--- config.mk ---
export PLATFORM = sky130hd
export DESIGN_NAME = mcd_cdd_link
export DESIGN_NICKNAME = d
export VERILOG_FILES = /design/src/rtl/mcd_cdd_link.sv
export SDC_FILE = /design/constraint.sdc
export NUM_CORES = 1
export LEC_CHECK = 0
export CAP_MARGIN = 20
export CORE_ASPECT_RATIO = 1.4
export CORE_UTILIZATION = 58
export CTS_CLUSTER_DIAMETER = 60
export DETAILED_ROUTE_END_ITERATION = 8
export HOLD_SLACK_MARGIN = 0.06
export PLACE_DENSITY = 0.8
export SYNTH_ARGS = -nofsm -noshare
export SYNTH_HDL_FRONTEND = slang
export SYNTH_SLANG_ARGS = --single-unit
--- constraint.sdc ---
create_clock -name clk -period 2.6 [get_ports clk]
set_clock_uncertainty 0.05 [all_clocks]
set_input_delay 0.65 -clock clk [delete_from_list [all_inputs] [get_ports clk]]
set_output_delay 0.65 -clock clk [all_outputs]
set_load 0.02 [all_outputs]
--- src/rtl/mcd_cdd_link.sv ---
// MCU-side responder for the Mega-CD CDD command/status channel.
// Buffers the host command for PI-bus reads and publishes the MCU response with a delayed IRQ.
module mcd_cdd_link #(
   parameter int unsigned PHA_DEF = 350,
   parameter int unsigned PHA_W   = 12
) (
   input  logic             clk,
   input  logic             rst_n,
   input  logic             pi_ce,
   input  logic [15:0]      pi_addr,
   input  logic             pi_we_sync,
   input  logic             pi_oe_sync,
   input  logic [7:0]       pi_dato,
   output logic [7:0]       pi_dati,
   input  logic             mcd_rack,
   input  logic [PHA_W-1:0] cfg_pha,
   input  logic             host_cmd_we,
   input  logic [3:0]       host_cmd_addr,
   input  logic [3:0]       host_cmd_dat,
   input  logic             host_cmd_go,
   input  logic [3:0]       host_st_addr,
   output logic [3:0]       host_st_dat,
   input  logic             host_irq_ack,
   output logic             cdd_irq,
   output logic             cmd_pend
);

   typedef enum logic [1:0] {S_IDLE, S_PEND, S_DELAY, S_IRQ} state_t;

   state_t           state_q, state_d;
   logic [PHA_W-1:0] cnt_q, cnt_d;
   logic             irq_q, irq_d;
   logic             pend_q, pend_d;
   logic             ovf_q, ovf_d;
   logic [7:0]       pi_dati_q, pi_dati_d;

   logic [3:0] cmd_wr_q [10];
   logic [3:0] cmd_sh_q [10];
   logic [3:0] resp_q   [10];
   logic [3:0] stat_q   [10];

   logic             copy_cmd, copy_resp, ovf_set;
   logic             busy, pi_win, pi_st;
   logic [3:0]       nib_e, nib_o;
   logic [PHA_W-1:0] eff_pha;

   assign eff_pha = (cfg_pha == '0) ? PHA_W'(PHA_DEF) : cfg_pha;
   assign busy    = (state_q == S_DELAY) || (state_q == S_IRQ);
   assign pi_win  = pi_ce && (pi_addr[15:3] == 13'h1000) && (pi_addr[2:0] <= 3'd4);
   assign pi_st   = pi_ce && (pi_addr == 16'h8005);
   assign nib_e   = {pi_addr[2:0], 1'b0};
   assign nib_o   = {pi_addr[2:0], 1'b1};

   always_comb begin
      state_d   = state_q;
      cnt_d     = cnt_q;
      irq_d     = irq_q;
      pend_d    = pend_q;
      copy_cmd  = 1'b0;
      copy_resp = 1'b0;
      ovf_set   = 1'b0;
      unique case (state_q)
         S_IDLE: begin
            if (host_cmd_go) begin
               copy_cmd = 1'b1;
               pend_d   = 1'b1;
               state_d  = S_PEND;
            end
         end
         S_PEND: begin
            // rack takes priority; a coincident go is counted as an overflow
            if (mcd_rack) begin
               pend_d  = 1'b0;
               cnt_d   = eff_pha;
               state_d = S_DELAY;
               ovf_set = host_cmd_go;
            end else if (host_cmd_go) begin
               copy_cmd = 1'b1;
               ovf_set  = 1'b1;
            end
         end
         S_DELAY: begin
            ovf_set = host_cmd_go;
            if (cnt_q == '0) begin
               copy_resp = 1'b1;
               irq_d     = 1'b1;
               state_d   = S_IRQ;
            end else begin
               cnt_d = cnt_q - 1'b1;
            end
         end
         S_IRQ: begin
            ovf_set = host_cmd_go;
            if (host_irq_ack) begin
               irq_d   = 1'b0;
               state_d = S_IDLE;
            end
         end
         default: state_d = S_IDLE;
      endcase

      ovf_d = ovf_q;
      if (ovf_set)
         ovf_d = 1'b1;
      else if (pi_oe_sync && pi_st)
         ovf_d = 1'b0;

      pi_dati_d = '0;
      if (pi_win)
         pi_dati_d = {cmd_sh_q[nib_e], cmd_sh_q[nib_o]};
      else if (pi_st)
         pi_dati_d = {5'd0, ovf_q, busy, pend_q};
   end

   always_ff @(posedge clk or negedge rst_n) begin
      if (!rst_n) begin
         state_q   <= S_IDLE;
         cnt_q     <= '0;
         irq_q     <= 1'b0;
         pend_q    <= 1'b0;
         ovf_q     <= 1'b0;
         pi_dati_q <= '0;
      end else begin
         state_q   <= state_d;
         cnt_q     <= cnt_d;
         irq_q     <= irq_d;
         pend_q    <= pend_d;
         ovf_q     <= ovf_d;
         pi_dati_q <= pi_dati_d;
      end
   end

   // copies read the pre-edge buffers, so a same-cycle host write lands after the copy
   always_ff @(posedge clk or negedge rst_n) begin
      if (!rst_n) begin
         cmd_wr_q <= '{default: '0};
         cmd_sh_q <= '{default: '0};
         resp_q   <= '{default: '0};
         stat_q   <= '{default: '0};
      end else begin
         if (host_cmd_we && (host_cmd_addr < 4'd10))
            cmd_wr_q[host_cmd_addr] <= host_cmd_dat;
         if (copy_cmd)
            cmd_sh_q <= cmd_wr_q;
         if (pi_we_sync && pi_win) begin
            resp_q[nib_e] <= pi_dato[7:4];
            resp_q[nib_o] <= pi_dato[3:0];
         end
         if (copy_resp)
            stat_q <= resp_q;
      end
   end

   assign pi_dati     = pi_dati_q;
   assign cdd_irq     = irq_q;
   assign cmd_pend    = pend_q;
   assign host_st_dat = (host_st_addr < 4'd10) ? stat_q[host_st_addr] : 4'd0;

endmodule
==> flow_metrics.tcl <==
set metrics [dict create \
    postSynthRegisterBits 185 \
    p_int_w 0.00592 \
    grt_overflow 0 \
    synth-edff-count 0 \
    worst-r2r-setup-slack_ns 0.59 \
    power.leakage_nw 4.62 \
    synth-seq-area-share_pct 56.4 \
    synth_area_leaders "sky130_fd_sc_hd__dfrtp_1 56%, sky130_fd_sc_hd__mux2_2 22%, sky130_fd_sc_hd__mux4_2 4.4%" \
    yosys.cell_types.count 52 \
    floorplan.die.width_um 103 \
    worst_r2r_startpoint "state_q[0]" \
    area_growth_pct 20.4 \
    clock_insertion_delay_worst_skew_ns 0.43 \
    grt_start_max_net_pins 55 \
    total_power_w 0.00826 \
    drt_pass1_iterations 4 \
    cts_inserted_buffers 17 \
    yosys.area_share.adder_pct 1.07 \
    clk_pin_slew_worst_paths_ns 0.06 \
    slew_viol_final 0 \
    number_of_fill_cells 908 \
    totalNegativeSetupSlack_ns 0 \
    post_route_cells_drive_above_1_share_pct 37.9 \
    synth_xor_xnor_area_share_pct 0 \
    antenna_cells_inserted 0 \
    grt_setup_unrepaired "false" \
    grt_pass1_vias 5578 \
    startpoint_type "input pin" \
    timing.max_cap.violations 0 \
    detailedPlacementHpwl_um 11900 \
    route.detailed.wl_per_inst_um 19.4 \
    dieArea_um2 14700 \
    dp_worst_setup_slack_ns -0.708 \
    layout_min_cycle_time_ns 2.53 \
    fmax_ghz 0.396 \
    path_max_fanout 5 \
    post_synth.cell_area_avg_um2 14.3 \
    placementRows 51 \
    ant_nets 0 \
    syn-num-nets 640 \
    synth.mux.area_fraction_pct 28.8 \
    detail_route.iter0.violations 126 \
    route.detailed.vias_per_inst 5.82 \
    fraction_of_synthesis_flops_using_an_asynchronous_set_or_reset_pin_pct 100 \
    sw_frac_of_total_pct 28.4 \
    netSwitchingPower_w 0.00234 \
    synth_top_area_share_pct 56.4 \
    cts.hold.buffers_added 0 \
    die_h_um 143 \
    synthesis.area_um2 8220 \
    detail_route.drc_violations 0 \
    critPathRequiredTime_ns 1.90 \
    grt_util_all_layers_pct 25.8 \
    pwr_density_cell_nw_per_um2 835 \
    synth-compound-area-share_pct 4.26 \
    final_nets 737 \
    clock_network_fraction_of_total_power_pct 29.0 \
    worstSetupEndpoint "host_st_dat[1]" \
    final_util_pct 71.5 \
    synth_simple_gate_area_share_pct 6.98 \
    worstReg2RegEnd "cnt_q[4]" \
    status "finished clean" \
    design.portCount 71 \
    setup-violations-final 0 \
    worstRegToRegCells 7 \
    postCtsSetupBuffers 0 \
    cts_buffer_depth 2 \
    power.share.combinational_pct 24.2 \
    postLayoutSetupSlackWorst_ns 0.0748 \
    slew-limit-headroom_pct 63.0 \
    grt_antenna_before_repair 0 \
    gp_congestion 0.828 \
    tritoncts_num_sinks 185 \
    critical_path.endpoint_type "output pin" \
    ctsRootBufferMaster "sky130_fd_sc_hd__clkbuf_16" \
    synthesis.instances 576 \
    critical_path.startpoint "host_st_addr[0]" \
    numPortBuffers 70 \
    finalCritPeriodShare_pct 97.1 \
    final-hold-violation-count 0 \
    worst_ir_drop_vdd_mv 0.566 \
    first_pass_grt_wire_length_um 27600 \
    worst_ep_arrival_time_ns 1.83 \
    initial_utilization_pct 59.3 \
    yosys.area.top_type "sky130_fd_sc_hd__dfrtp_1" \
    cts_tree "yes" \
    combinational_family_with_the_most_area_after_synthesis "multiplexers" \
    dr_total_vias 5070 \
    hold_path_class "input pin to async pin" \
    synth-main-ff-cell "sky130_fd_sc_hd__dfrtp_1" \
    htreeDepth 4 \
    share_seq_of_total_power_pct 46.8 \
    detail_route.wirelength_um 16900 \
    yosys_warnings 0 \
    coreArea_um2 13800 \
    timing_worst_setup_path_type "input pin to output pin" \
    worst_pin_slew_ns 0.552 \
]
## sequential cells by signal, summed over array words and instances (netlist names)
| signal | flops |
|---|---|
| pi_dati | 8 |
| cmd_wr_q | 40 |
| cdd_irq | 1 |
| state_q | 2 |
| ovf_q | 1 |
| resp_q | 40 |
| cmd_pend | 1 |
| cnt_q | 12 |
| cmd_sh_q | 40 |
| stat_q | 40 |
## metal layers
layer	GRT usage [%]	share of wire (%)	up-vias
li1	-	-	2312
met1	29.0	40	2625
met2	46.2	55	102
met3	5.43	2.9	31
met4	11.2	2.3	0
met5	0	0	-
## power groups by stage
| stage | logic, W | clock network [W] | registers, W |
|---|---|---|---|
| finish | 0.00200 | 0.00239 | 0.00387 |
| global route | 0.00219 | 0.00255 | 0.00394 |
| CTS | 0.00202 | 0.00244 | 0.00386 |
| detailed placement | 0.00199 | 0 | 0.00391 |
| global placement | 0.00189 | 0 | 0.00386 |
| floorplan | 0.00146 | 0 | 0.00378 |
## stage by stage
step | instance area [um^2] | instances | hold slack, ns
after global routing | 9890 | 871 | 0.141
after CTS | 9890 | 871 | 0.119
after floorplan | 8220 | 576 | 0.304
after global placement | 9340 | 837 | 0.432
after detailed placement | 9340 | 837 | 0.439
final | 9890 | 871 | 0.118
## cells by family after synthesis
family | Yosys count
simple gates | 96
compound gates | 49
mux | 195
buf+inv | 44
flops | 185
fa+ha+maj | 7
## worst max-delay path, cell delays in order
cell and delay [ns]:
sky130_fd_sc_hd__buf_4 0.13, sky130_fd_sc_hd__buf_12 0.13, sky130_fd_sc_hd__mux4_2 0.50, sky130_fd_sc_hd__mux2i_1 0.16
sky130_fd_sc_hd__o22ai_1 0.09, sky130_fd_sc_hd__buf_2 0.16
## synthesized netlist by cell type, types with 2 or more instances
cell,number
sky130_fd_sc_hd__a21oi_1,7
sky130_fd_sc_hd__a22o_1,3
sky130_fd_sc_hd__a22oi_1,7
sky130_fd_sc_hd__and3_1,5
sky130_fd_sc_hd__and4_1,4
sky130_fd_sc_hd__buf_1,6
sky130_fd_sc_hd__buf_2,12
sky130_fd_sc_hd__buf_6,4
sky130_fd_sc_hd__clkbuf_1,5
sky130_fd_sc_hd__dfrtp_1,185
sky130_fd_sc_hd__ha_1,7
sky130_fd_sc_hd__inv_1,17
sky130_fd_sc_hd__mux2_2,162
sky130_fd_sc_hd__mux2_4,2
sky130_fd_sc_hd__mux2i_1,15
sky130_fd_sc_hd__mux4_2,16
sky130_fd_sc_hd__nand2_1,25
sky130_fd_sc_hd__nand2b_1,4
sky130_fd_sc_hd__nand3_1,2
sky130_fd_sc_hd__nand3b_1,4
sky130_fd_sc_hd__nand4_2,2
sky130_fd_sc_hd__nor2_1,19
sky130_fd_sc_hd__nor2b_1,3
sky130_fd_sc_hd__nor3_1,5
sky130_fd_sc_hd__nor3b_1,3
sky130_fd_sc_hd__nor4_1,6
sky130_fd_sc_hd__nor4b_1,2
sky130_fd_sc_hd__o21ai_0,8
sky130_fd_sc_hd__o21ai_1,2
sky130_fd_sc_hd__o221a_2,2
sky130_fd_sc_hd__o22ai_1,6
sky130_fd_sc_hd__o2bb2ai_1,2
sky130_fd_sc_hd__o31ai_1,2
sky130_fd_sc_hd__o32ai_1,2
sky130_fd_sc_hd__or3_1,3
## layout make-up
| cell class | instances | area (um^2) | share of cell area (%) |
|---|---|---|---|
| multi-input cells | 347 | 3390 | 34.2 |
| inverters | 17 | 63.8 | 0.645 |
| well taps | 185 | 231 | 2.34 |
| clock inverters | 8 | 71.3 | 0.721 |
| flip-flops and latches | 185 | 4630 | 46.8 |
| clock buffers | 24 | 472 | 4.77 |
| repair buffers | 105 | 1040 | 10.5 |
## repair_timing
action | 4_1_cts | 5_1_grt
hold endpoints to repair | 0 | 0
setup endpoints to repair | 4 | 1
resized for setup | 22 | 4
pin swaps | 0 | 1
cloned | 2 | 0
## placed cells by master (no fill, tap or decap), drive strengths merged, types with 3 or more instances in the layout
cell	count
inv	17
a22oi	7
clkbuf	24
mux4	16
nor2	19
mux2i	15
and3	5
dfrtp	185
ha	7
nand4	3
nand3b	4
or3	3
clkdlybuf4s50	63
a21oi	7
and4	4
nand2b	4
nor3b	3
mux2	164
clkinv	6
nor4b	3
o22ai	6
buf	41
nand2	25
nor2b	3
a22o	3
nor3	6
nor4	7
o21ai	10
nand3	3
## how the worst min path moves through the flow
| stage | to | slack (ns) |
|---|---|---|
| floorplan | cdd_irq | 0.30 |
| global placement | cmd_sh_q[29] | 0.43 |
| detailed placement | cmd_sh_q[33] | 0.44 |
| CTS | resp_q[16] | 0.12 |
| global route | resp_q[23] | 0.14 |
| finish | stat_q[11] | 0.12 |
Note: power is estimated with default switching activity, not from simulation.
